### config.mk
export PLATFORM = sky130hd
export DESIGN_NAME = stopwatch_ctrl
export DESIGN_NICKNAME = d
export VERILOG_FILES = /design/src/rtl/stopwatch_ctrl.sv
export SDC_FILE = /design/constraint.sdc
export NUM_CORES = 1
export LEC_CHECK = 0
export CORE_AREA = 2 2 140 142
export DETAILED_ROUTE_END_ITERATION = 16
export DIE_AREA = 0 0 142 144
export MAX_ROUTING_LAYER = met4
export PLACE_DENSITY = 0.6
export SETUP_SLACK_MARGIN = 0.2
export SYNTH_ARGS = -nofsm -noshare
export SYNTH_HDL_FRONTEND = slang
export SYNTH_SLANG_ARGS = --single-unit
### constraint.sdc
create_clock -name clk -period 5.2 [get_ports clk]
set_input_delay 0.52 -clock clk [delete_from_list [all_inputs] [get_ports clk]]
set_output_delay 0.52 -clock clk [all_outputs]
set_load 0.03 [all_outputs]
### src/rtl/stopwatch_ctrl.sv
// Mode controller for a 4-digit MM:SS stopwatch.
// Conditions the pause/sel/adj inputs and sequences RUN/PAUSED/ADJ_SEC/ADJ_MIN.
// Drives single-cycle increment enables, the carry enable and blink masks.
// All timing is derived from clock-enable ticks on clk; no divided clocks.
module stopwatch_ctrl #(
  parameter int DEBOUNCE_CYC = 500000,
  parameter int RUN_DIV      = 100000000,
  parameter int ADJ_DIV      = 50000000,
  parameter int BLINK_DIV    = 25000000
) (
  input  logic       clk,
  input  logic       rst,
  input  logic       pause,
  input  logic       sel,
  input  logic       adj,
  output logic       inc_sec,
  output logic       inc_min,
  output logic       carry_en,
  output logic [3:0] blank,
  output logic [1:0] state
);

  localparam int DBW = (DEBOUNCE_CYC > 2) ? $clog2(DEBOUNCE_CYC) : 1;
  localparam int RW  = (RUN_DIV > 2)      ? $clog2(RUN_DIV)      : 1;
  localparam int AW  = (ADJ_DIV > 2)      ? $clog2(ADJ_DIV)      : 1;
  localparam int BW  = (BLINK_DIV > 2)    ? $clog2(BLINK_DIV)    : 1;

  typedef enum logic [1:0] {
    ST_RUN     = 2'b00,
    ST_PAUSED  = 2'b01,
    ST_ADJ_SEC = 2'b10,
    ST_ADJ_MIN = 2'b11
  } state_t;

  // Raw inputs packed so the conditioning chain can be replicated: 0 pause, 1 sel, 2 adj.
  logic [2:0] raw_in;
  logic [2:0] db_level;
  logic       pause_rise;

  assign raw_in = {adj, sel, pause};

  genvar gi;
  generate
    for (gi = 0; gi < 3; gi++) begin : g_cond
      logic           sync1_q, sync2_q;
      logic           level_q, level_d;
      logic [DBW-1:0] cnt_q, cnt_d;

      // Debounce: count consecutive mismatched cycles, adopt the synced value at the limit.
      always_comb begin
        level_d = level_q;
        cnt_d   = '0;
        if (sync2_q != level_q) begin
          if (cnt_q == DBW'(DEBOUNCE_CYC - 1)) begin
            level_d = sync2_q;
          end else begin
            cnt_d = cnt_q + DBW'(1);
          end
        end
      end

      // Two-flop synchronizer plus debounce state.
      always_ff @(posedge clk or negedge rst) begin
        if (!rst) begin
          sync1_q <= 1'b0;
          sync2_q <= 1'b0;
          level_q <= 1'b0;
          cnt_q   <= '0;
        end else begin
          sync1_q <= raw_in[gi];
          sync2_q <= sync1_q;
          level_q <= level_d;
          cnt_q   <= cnt_d;
        end
      end

      assign db_level[gi] = level_q;

      // Only the pause button needs an edge detector.
      if (gi == 0) begin : g_rise
        assign pause_rise = level_d & ~level_q;
      end
    end
  endgenerate

  logic db_sel, db_adj;
  assign db_sel = db_level[1];
  assign db_adj = db_level[2];

  state_t          state_q, state_d;
  logic            press_q;
  logic [RW-1:0]   run_cnt_q, run_cnt_d;
  logic [AW-1:0]   adj_cnt_q, adj_cnt_d;
  logic [BW-1:0]   blink_cnt_q, blink_cnt_d;
  logic            blink_phase_q, blink_phase_d;
  logic            run_tick, adj_tick, blink_tick;
  logic            in_adj, adj_entry;
  logic            inc_sec_q, inc_sec_d;
  logic            inc_min_q, inc_min_d;
  logic            carry_en_q, carry_en_d;
  logic [3:0]      blank_q, blank_d;

  // Next-state logic: adjust mode overrides everything, pause presses only act in RUN/PAUSED.
  always_comb begin
    state_d = state_q;
    if (db_adj) begin
      state_d = db_sel ? ST_ADJ_MIN : ST_ADJ_SEC;
    end else begin
      case (state_q)
        ST_RUN:     if (press_q) state_d = ST_PAUSED;
        ST_PAUSED:  if (press_q) state_d = ST_RUN;
        default:    state_d = ST_PAUSED;
      endcase
    end
  end

  assign in_adj     = state_q[1];
  assign adj_entry  = state_d[1] && (state_d != state_q);
  assign run_tick   = (state_q == ST_RUN) && (run_cnt_q == RW'(RUN_DIV - 1));
  assign adj_tick   = in_adj && (adj_cnt_q == AW'(ADJ_DIV - 1));
  assign blink_tick = (blink_cnt_q == BW'(BLINK_DIV - 1));

  // Prescalers: run count freezes outside RUN so a partial second survives a pause.
  always_comb begin
    run_cnt_d     = run_cnt_q;
    adj_cnt_d     = adj_cnt_q;
    blink_cnt_d   = blink_tick ? '0 : blink_cnt_q + BW'(1);
    blink_phase_d = blink_phase_q ^ blink_tick;
    if (state_q == ST_RUN) begin
      run_cnt_d = run_tick ? '0 : run_cnt_q + RW'(1);
    end
    if (adj_entry) begin
      adj_cnt_d = '0;
    end else if (in_adj) begin
      adj_cnt_d = adj_tick ? '0 : adj_cnt_q + AW'(1);
    end
  end

  // Output decode, registered one cycle behind the state/tick that causes it.
  always_comb begin
    inc_sec_d  = ((state_q == ST_RUN) && run_tick) || ((state_q == ST_ADJ_SEC) && adj_tick);
    inc_min_d  = (state_q == ST_ADJ_MIN) && adj_tick;
    carry_en_d = (state_q == ST_RUN);
    blank_d    = 4'b0000;
    if (state_q == ST_ADJ_SEC) begin
      blank_d = {2'b00, {2{blink_phase_q}}};
    end else if (state_q == ST_ADJ_MIN) begin
      blank_d = {{2{blink_phase_q}}, 2'b00};
    end
  end

  // State, prescaler and output registers.
  always_ff @(posedge clk or negedge rst) begin
    if (!rst) begin
      state_q       <= ST_PAUSED;
      press_q       <= 1'b0;
      run_cnt_q     <= '0;
      adj_cnt_q     <= '0;
      blink_cnt_q   <= '0;
      blink_phase_q <= 1'b0;
      inc_sec_q     <= 1'b0;
      inc_min_q     <= 1'b0;
      carry_en_q    <= 1'b0;
      blank_q       <= 4'b0000;
    end else begin
      state_q       <= state_d;
      press_q       <= pause_rise;
      run_cnt_q     <= run_cnt_d;
      adj_cnt_q     <= adj_cnt_d;
      blink_cnt_q   <= blink_cnt_d;
      blink_phase_q <= blink_phase_d;
      inc_sec_q     <= inc_sec_d;
      inc_min_q     <= inc_min_d;
      carry_en_q    <= carry_en_d;
      blank_q       <= blank_d;
    end
  end

  assign inc_sec  = inc_sec_q;
  assign inc_min  = inc_min_q;
  assign carry_en = carry_en_q;
  assign blank    = blank_q;
  assign state    = state_q;

endmodule
==> results.md <==
Clock tree:
- Clock-pin slew was measured on the worst setup and hold paths at 0.06 ns.
- The root buffer cell is clkbuf_16.
- TritonCTS built the clock tree.
- In this run the post-CTS setup repair buffer count came out at 0.
- The clock passes through at most 2 buffers.
- In this run the number of H-tree levels came out at 4.
- Counting the buffers created by CTS gives 17.
- The sink count of the clock tree is around 150.
- At the later pin of the worst-skew pair, clock insertion delay measures 0.42 ns.

Pwr:
- In this run switching power makes up a little over a fifth of total power.
- VDD sags by at most about 0.23 mV.
- In this run, the combinational gates consume under 10% of the power.
- The internal power contribution is between 1.5 and 2 mW.
- The power share of the clock group is approximately half.
- The switching power of the nets is around 0.52 mW.
- The sequential cell fraction of total power is between 50% and 60%.
- In this run the static leakage power is around 3.5 nW.
- The total power density per cell area is 290 mW/mm^2.
- The power after layout is 2.41 mW.

Place:
- Once placement finished, the instance area stood at between 0.007 and 0.008 sq mm.
- Input and output buffers added on the ports amount to 13.
- Routability-driven placement finished with a final weighted congestion of 0.783.
- The number of placed instances, taps included is 987.
- Once detailed placement completed, the half-perimeter wirelength came to roughly 9 mm.
- Before CTS, the worst setup slack after placement is ~2.7 ns.

Timing:
- For this run, the top clock speed supported by timing is approximately 0.40 GHz.
- The final total negative setup slack is 0 ns.
- The worst relative slew slack is between 20 and 30%.
- The worst-margin pin slew is between 1 and 1.5 ns.
- The count of endpoints failing hold in the final timing report is 0.
- For the final database, setup skew stands at around 0.0053 ns.
- Setup repair after global routing left no endpoint under its margin.
- The worst hold slack is between 0.3 and 0.4 ns.
- Setup slack on the critical path of the routed design comes to 2.70 ns.
- The post-route minimum period is ~2.5 ns.
- The final number of max-transition violations was 0.
- Setup violations remaining at the end of the flow were counted as 0.
- The share of the clock period used by the worst path is approximately half.

Cells and area:
- The number of antenna diodes is 0.
- The fraction of the core area covered by cells at the end of the flow is 43.6%.
- Leaving out filler cells and counting taps, the final layout contains about 1.0k.
- The area growth from synthesis to layout is 12.2%.
- For this run, the post-layout net count is slightly below 800.
- The ratio of cells with drive above 1 in the final layout is a little under 8%.
- The cell area after layout is ~0.0083 sq mm.

Synth:
- For this run, the register share of the synthesized area comes to 51.6%.
- The number of register bits inferred by synthesis is approximately 150.
- Averaged over all synthesized cells, the footprint is ~10 sq um.
- The post-synthesis instance area is 0.00742 sq mm.
- Of the post-synthesis cell area, the part taken by muxes is less than 1%.
- After synthesis, the largest family of logic cells by area is simple AND/OR/NAND/NOR gates.
- The share of the synthesized area in compound gates (AO/OA/AOI/OAI) is approximately 6.1%.
- The number of flops mapped to enable cells by yosys is 0.
- The net count after synthesis is approximately 760.
- The synthesized-area fraction occupied by and/or/nand/nor cells is 25.7%.
- For this run, the number of Yosys warnings is 0.
- The dominant synthesized flop cell is dfrtp_1.
- Among all cell types in the netlist, the one instantiated most often is dfrtp_1.
- In this run, distinct cell masters in the synthesized netlist total 55.
- The post-synthesis cell count is ~750.
- The XOR/XNOR share of the synthesized area is about an eighth.
- The top-area cell type share of the netlist area is about half.
- Of all cell types, the one taking the most synthesized area is dfrtp_1.
- Sorting the synthesized cells by how often they occur yields dfrtp_1, nor2_1, nand2_1, xor2_1, nand3_1.
- Of all flip-flops after synthesis, the portion carrying an async set or reset was between 90% and 100%.
- Sorting the synthesized cells by area gives the leading types as dfrtp_1, xor2_1, nor2_1.
- The synthesized netlist devotes ~1.2% of its cell area to adder and majority cells.

Worst setup path:
- Data on the critical path is required at its endpoint by approximately 5.5 ns.
- The endpoint type of the worst setup path is a register.
- In this run the critical register-to-register path is launched from state[1].
- The highest-delay cell along the critical path is a21oi_2.
- Data arrives at the worst endpoint at ~2.8 ns.
- Walking the worst path, the cells encountered are inv_1 -> ha_1 -> o21a_1 -> a21oi_2 -> o21ai_0 -> a31oi_1.
- For this run, the slowest stage of the critical path takes approximately 0.80 ns.
- The worst setup slack for register-to-register paths is roughly 2.7 ns.
- The worst setup path is launched from a register.
- Of all nets on the critical path, the largest fanout is 23.
- Grouping stages by cell kind, the critical path spends the most delay in compound AO/OA/AOI/OAI gates.
- Together, buffers and inverters on the worst path number 1.
- The worst setup path is of the reg -> reg kind.
- Measured in cells, the most critical reg-to-reg path has a length of 6.
- The capture point of the worst reg-to-reg path is adj_cnt_q[6].

Global routing:
- The overflow left after global routing is 0.
- The first global-routing pass estimated 24.0 mm of wire.
- The number of global-route vias before repair is slightly above 5k.
- The initial antenna violation count is 0.
- Global routing used 15.0% of the available tracks.
- The maximum number of pins on one net before global-route repair is 71.

Routing:
- For this run, design rule violations remaining after detail routing come to 0.
- The detail route stage leaves a number of antenna-violating nets equal to 0.
- The ratio of routed vias to standard cells is 5.13.
- The detailed-route via count is ~5.2k.
- The routed design has approximately 14 mm of wire.
- The first detailed-routing pass took 5 iterations.
- After the first detailed-routing iteration, the DRC count stood at 338.
- After detailed routing, the average wire length per cell comes to between 10 and 15 um.

Hold path:
- The worst hold path begins at g_cond[1].sync1_q.
- The worst hold path terminates at g_cond[1].sync2_q.
- The kind of path behind the tightest hold check is reg -> reg.
- Along the worst hold path, the cell count comes to 0.

Floorplanning:
- The y dimension of the die is around 140 um.
- After floorplanning, the core was sized to cover roughly 0.019 sq mm.
- The initial utilization of the core area, before any placement, comes to roughly 39%.
- In this run the count of I/O pins placed on the die edge is 14.
- The floorplan die area is 0.0204 sq mm.
- Row generation in the floorplan step produced between 50 and 60 rows.
- The width of the die is 142 um.

Flow run:
- Max-cap violations in this run came to 0.

Status:
- The run finished with clean final reports.
## layout make-up
type	count	area (sq um)
clock buffers	21	460
clock inverters	11	98.8
fillers	1790	10800
inverters	35	131
multi-input cells	545	3340
flip-flops and latches	153	3830
well taps	238	298
repair buffers	17	164
## state kept, by name, summed over array words and instances (netlist names), 2 cells and up
register	flops
adj_cnt_q	26
blank	2
blink_cnt_q	25
g_cond.cnt_q	57
g_cond.sync1_q	3
g_cond.sync2_q	3
run_cnt_q	27
state	2
## metal layers
metal	track usage, %	part of all wire, %	up-vias
met2	22.8	46	54
met4	5.11	0.81	0
met5	-	0	-
met3	3.21	2.0	10
met1	20.0	51	2547
li1	-	-	2620
## cell families after synthesis
group	Yosys count
buffers and inverters	54
and+or+nand+nor	362
xor gates and xnor gates	100
muxes	2
DFF	153
AOI/OAI and AO/OA	74
adders and majority gates	7
## layout by cell type (no fill, tap or decap), types with 4 or more instances in the layout
master           instances
inv_1                   35
clkinv_2                 4
or3_1                   18
nor4_4                   5
nor3_1                  12
a21oi_1                 19
ha_1                     7
nor4b_1                  4
nand2_1                 63
xnor2_1                 44
or2_2                    8
clkbuf_16               17
nand3_1                 48
dfrtp_1                152
xor2_1                  56
clkdlybuf4s50_1         12
and3_1                  14
nor4_1                  10
nand4_1                 39
nor2_1                 116
a31oi_1                  8
o21ai_1                  9
o21ai_0                 19
## worst max path at each step
stage | slack [ns] | endpoint | startpoint | cells past startpoint
2_1_floorplan | 3.03 | adj_cnt_q[16] | state[1] | 8
3_3_place_gp | 2.75 | adj_cnt_q[6] | state[1] | 6
3_5_place_dp | 2.72 | adj_cnt_q[7] | state[1] | 6
4_1_cts | 2.71 | adj_cnt_q[7] | state[1] | 6
5_1_grt | 2.46 | adj_cnt_q[7] | state[1] | 6
6_report | 2.70 | adj_cnt_q[6] | state[1] | 6
## power by group through the flow
stage	Sequential, mW	Clock [mW]	Combinational (mW)
3_5_place_dp	1.23	0	0.0482
5_1_grt	1.21	1.25	0.0550
4_1_cts	1.21	1.19	0.0491
2_1_floorplan	1.23	0	0.0171
6_report	1.21	1.16	0.0460
3_3_place_gp	1.23	0	0.0483
## timing repair
item                                    CTS  global route
hold buffers                              1             0
endpoints found under the setup margin    0             0
resized for setup                         0             0
endpoints found under the hold margin    30             0
Note: power is estimated with default switching activity, not from simulation.
